$ cat src/rtl/stage_if_pkg.sv
// stage_if_pkg: shared fetch-path widths, NOP encoding and reset vector
package stage_if_pkg;
  localparam int INST_ADDR_W = 32;
  localparam int INST_W = 32;
  typedef logic [INST_ADDR_W-1:0] inst_addr_t;
  typedef logic [INST_W-1:0] inst_t;
  localparam inst_t NOP = 32'h0000_0013;
  localparam inst_addr_t RESET_PC_DEF = 32'h0000_0000;
endpackage

$ cat src/rtl/stage_if_if.sv
// stage_if_if: instruction-memory read bus between the fetch stage and memory
interface stage_if_if;
  import stage_if_pkg::*;
  logic       mem_req;
  inst_addr_t mem_addr;
  logic       mem_ready;
  inst_t      mem_rdata;
  modport master (output mem_req, mem_addr, input mem_ready, mem_rdata);
  modport slave (input mem_req, mem_addr, output mem_ready, mem_rdata);
endinterface

$ cat src/rtl/stage_if.sv
// stage_if: instruction-fetch stage with redirect handling and a one-entry skid buffer
module stage_if
  import stage_if_pkg::*;
#(
  parameter inst_addr_t RESET_PC = RESET_PC_DEF
) (
  input  logic       clk,
  input  logic       rst,
  input  logic       stall,
  input  logic       br,
  input  inst_addr_t br_addr,
  stage_if_if.master mem,
  output inst_addr_t if_pc,
  output inst_t      if_inst,
  output logic       if_valid
);
  typedef enum logic [1:0] {IDLE, FETCH, HOLD} state_t;
  state_t     state;
  inst_addr_t pc, buf_pc, redirect_pc;
  inst_t      buf_inst;
  logic       redirect_pending, take_br, kill, deliver;
  assign take_br = br && !stall;
  assign kill = redirect_pending || take_br;
  assign deliver = mem.mem_ready && !kill && !stall;
  assign mem.mem_req = state == FETCH && !rst;
  assign mem.mem_addr = pc;
  always_ff @(posedge clk) begin
    if (rst) begin
      state <= IDLE;
      pc <= RESET_PC;
      if_pc <= '0;
      if_inst <= NOP;
      if_valid <= 1'b0;
      redirect_pending <= 1'b0;
      redirect_pc <= '0;
      buf_inst <= NOP;
      buf_pc <= '0;
    end else begin
      case (state)
        IDLE: state <= FETCH;
        FETCH: begin
          // a word returning under a pending or fresh redirect is dropped
          if (mem.mem_ready && kill) begin
            pc <= take_br ? br_addr : redirect_pc;
            redirect_pending <= 1'b0;
          end else if (mem.mem_ready && stall) begin
            buf_inst <= mem.mem_rdata;
            buf_pc <= pc;
            pc <= pc + 32'd4;
            state <= HOLD;
          end else if (deliver) begin
            if_pc <= pc;
            pc <= pc + 32'd4;
          end else if (take_br) begin
            redirect_pending <= 1'b1;
            redirect_pc <= br_addr;
          end
          if (!stall) begin
            if_inst <= deliver ? mem.mem_rdata : NOP;
            if_valid <= deliver;
          end
        end
        HOLD: if (!stall) begin
          state <= FETCH;
          pc <= br ? br_addr : pc;
          if_pc <= br ? if_pc : buf_pc;
          if_inst <= br ? NOP : buf_inst;
          if_valid <= !br;
        end
        default: state <= IDLE;
      endcase
    end
  end
endmodule

$ cat src/flat_wrapper.sv
// flat-port wrapper written by rule: the top's interface ports become plain ports
module stage_if_flat import stage_if_pkg::*;
#(
  parameter inst_addr_t RESET_PC = RESET_PC_DEF
)
  (clk, rst, stall, br, br_addr, if_pc, if_inst, if_valid, mem_mem_req, mem_mem_addr, mem_mem_ready, mem_mem_rdata);
  stage_if_if mem_i ();
  input  logic clk;
  input  logic rst;
  input  logic stall;
  input  logic br;
  input  inst_addr_t br_addr;
  output inst_addr_t if_pc;
  output inst_t if_inst;
  output logic if_valid;
  output wire logic [$bits(mem_i.mem_req)-1:0] mem_mem_req;
  output wire logic [$bits(mem_i.mem_addr)-1:0] mem_mem_addr;
  input wire logic [$bits(mem_i.mem_ready)-1:0] mem_mem_ready;
  input wire logic [$bits(mem_i.mem_rdata)-1:0] mem_mem_rdata;
  assign mem_mem_req = mem_i.mem_req;
  assign mem_mem_addr = mem_i.mem_addr;
  assign mem_i.mem_ready = mem_mem_ready;
  assign mem_i.mem_rdata = mem_mem_rdata;
  stage_if #(.RESET_PC(RESET_PC)) u_core (.clk(clk), .rst(rst), .stall(stall), .br(br), .br_addr(br_addr), .mem(mem_i), .if_pc(if_pc), .if_inst(if_inst), .if_valid(if_valid));
endmodule
$ cat config.mk
export PLATFORM = sky130hd
export DESIGN_NAME = stage_if_flat
export DESIGN_NICKNAME = d
export VERILOG_FILES = /design/src/rtl/stage_if_pkg.sv /design/src/rtl/stage_if_if.sv /design/src/rtl/stage_if.sv /design/src/flat_wrapper.sv
export SDC_FILE = /design/constraint.sdc
export NUM_CORES = 1
export LEC_CHECK = 0
export ABC_AREA = 1
export CAP_MARGIN = 15
export CORE_AREA = 2 2 155 157
export DETAILED_ROUTE_END_ITERATION = 8
export DIE_AREA = 0 0 157 159
export REMOVE_ABC_BUFFERS = 1
export SLEW_MARGIN = 20
export SYNTH_ARGS = -nofsm -noshare
export SYNTH_HDL_FRONTEND = slang
export SYNTH_SLANG_ARGS = --single-unit
$ cat constraint.sdc
create_clock -name clk -period 5 [get_ports clk]
set_input_delay 0.5 -clock clk [delete_from_list [all_inputs] [get_ports clk]]
set_output_delay 0.5 -clock clk [all_outputs]
set_load 0.03 [all_outputs]
==> results.toml <==
[yosys]
avgSynthCellArea_um2 = 6.73
ys_async_sr_fraction_pct = 0
synth_edf_count = 0
synth_top_area_share_pct = 42.7
synthTopCellsByCount = "376 x nand2_1, 213 x a21oi_1, 196 x dfxtp_1, 160 x o21ai_0, 97 x inv_1"
synth_area_leaders = "dfxtp_1 43%, nand2_1 15%, a21oi_1 12%"
yosysUniqueCellTypes = 35
syn-instance-count = 1366
synth.largest_area_cell = "dfxtp_1"
synth_warnings = 0
yosysMostFrequentCell = "nand2_1"
ys_ff_latch = 196
synth-main-ff-cell = "dfxtp_1"
netlist_area_mm2 = 0.00920
synth-seq-area-share_pct = 42.7

[cts]
cts_buffers = 17
h-tree-depth = 4
cts_tree = "built"
cts_sinks = 196
clk_path_buf_depth = 2
cts-resized-gates = 0
clkLatencyLatePin_ns = 0.45
cts_setup_buffers = 0
clk_pin_slew_worst_paths_ns = 0.09
root_buffer = "clkbuf_16"
hold_buffers = 0

[setup_path]
cp.required_ns = 5.33
cp-end-kind = "flop"
path_cells = "inv_1 -> ha_2 -> inv_1 -> buf_4 -> a21oi_2 -> buf_4 -> clkinv_1 -> a21oi_1 -> a21oi_1"
worstRegToRegCells = 9
cp_slowest_stage_delay_ns = 0.89
worstSetupPathType = "flop to flop"
r2r_end = "u_core.if_inst[25]"
critPathArrivalTime_ns = 3.43
r2r_start = "u_core.state[0]"
cp_top_family = "buffers and inverters"
crit_fanout = 48
crit_path_start_kind = "flop"
r2r_slack_ns = 1.90
path_buf_inv = 5
crit_path_top_delay_cell = "clkinv_1"

[cells_and_area]
layout-drive-gt1-share_pct = 5.70
nFillCells = 2342
multi_input_area_mm2 = 0.00450
fin_area_mm2 = 0.0116
nNetsFinal = 1551
area_delta_synth_final_pct = 26.3
seqCellArea_mm2 = 0.00392
final_util_pct = 50.1
final_cells = 1810
diodes = 0

[pwr]
peakVddDrop_v = 0.000223
p_per_area_mw_per_mm2 = 348
power_mw = 4.04
cellLeakagePower_nw = 4.41

[grt]
grt_pass1_vias = 8343
gr-total-overflow = 0
grt_pass1_wl_mm = 44.8
grt_antenna_before_repair = 0
grt_start_max_net_pins = 69
track_usage_pct = 22.3

[floorplanning]
num_rows = 56
initial_core_util_pct = 39.7
die_x_um = 157
core_area_mm2 = 0.0232
io_pins = 167
die_h_um = 159
dieArea_mm2 = 0.0250

[placed_design]
dp_slack_ns = 1.70
dp.cells = 1778
placed_cell_area_mm2 = 0.0110
place_congestion = 0.844
dp_hpwl_mm = 18.5
io_buffers = 166

[timing]
fin_setup_tns_ns = 0
final-setup-viol-count = 0
timing.final.crit_share_pct = 62.0
hold_viol_final = 0
period_minus_slack_ns = 3.10
worst_pin_slew_ns = 1.00
slew_headroom_pct = 32.8
setup_slack_ns = 1.90
slew_viol_final = 0
fin_hold_ws_ns = 0.455
rsz0062_at_grt = "no"
finalClockSkew_ns = 0.0111
fmaxAchievable_mhz = 322

[routing]
vias = 9288
avgRoutedWirePerCell_um = 15.5
drt-pass1-iter-count = 5
routed_wl_mm = 28.0
avgViaCountPerCell = 5.13
route.detailed.drc = 0
drtIter0Drc = 560
antenna_left = 0

[worst_hold_path]
holdPathEnd = "u_core.buf_inst[24]"
hold_path_class = "primary input to flop"
worst_hold_startpoint = "rst"
whs_path_depth = 2

[job]
max_cap_viol_count = 0

[outcome]
status = "finished, final reports clean"
==> logic make-up after synthesis <==
family          synth area share [%]
simple gates                    25.6
compound gates                  21.7
buf+inv                         8.57
flops                           42.7
mux                            0.871
fa+ha+maj                      0.544
xor+xnor                      0.0952
==> routing by layer <==
metal  GRT usage, %  routed length (um)  share of wire [%]
met5              0                   0                  0
met4           6.76                 526                1.9
met3           3.78                1350                4.8
met2           35.7               13000                 46
met1           30.8               13100                 47
==> final cells by class <==
| type | count | share of cell area [%] |
|---|---|---|
| multi-input cells | 974 | 38.7 |
| flip-flops and latches | 196 | 33.8 |
| repair buffers | 182 | 15.3 |
| clock buffers | 18 | 3.78 |
| inverters | 107 | 3.47 |
| well taps | 319 | 3.43 |
| clock inverters | 14 | 1.51 |
==> sequential cells by signal, summed over array words and instances, names as in the netlist <==
| register | count |
|---|---|
| u_core.buf_inst | 32 |
| u_core.redirect_pc | 32 |
| u_core.redirect_pending | 1 |
| u_core.if_inst | 32 |
| u_core.buf_pc | 32 |
| u_core.mem.mem_addr | 32 |
| u_core.if_pc | 32 |
| u_core.if_valid | 1 |
| u_core.state | 2 |
==> power breakdown <==
group          internal (mW)  switching, mW
sequential              1.67         0.0826
clock                  0.694          0.723
combinational          0.310          0.558
==> cells in the final DEF (no fill, tap or decap), types with 8 or more instances in the layout <==
master / Yosys / final
inv_2: 9 / 9
inv_1: 97 / 96
dfxtp_1: 196 / 196
nand4_1: 8 / 8
or2_2: 10 / 10
a21oi_1: 213 / 211
nand3_1: 79 / 79
nor2_1: 83 / 82
nand2_1: 376 / 375
clkbuf_16: 0 / 17
buf_4: 4 / 17
mux2i_1: 8 / 8
o21ai_0: 160 / 160
clkdlybuf4s50_1: 0 / 165
==> worst max path at each step <==
stage | to | start | slack, ns | cells after the start
6_report | u_core.if_inst[25] | u_core.state[0] | 1.90 | 9
5_1_grt | u_core.if_inst[3] | u_core.state[0] | 1.59 | 9
4_1_cts | u_core.mem.mem_addr[10] | stall | 2.15 | 11
3_5_place_dp | u_core.mem.mem_addr[10] | stall | 1.70 | 11
3_3_place_gp | u_core.mem.mem_addr[9] | stall | 1.78 | 11
2_1_floorplan | u_core.if_inst[10] | u_core.state[0] | 0.31 | 7
No activity file was read; power rests on OpenSTA's default activity.
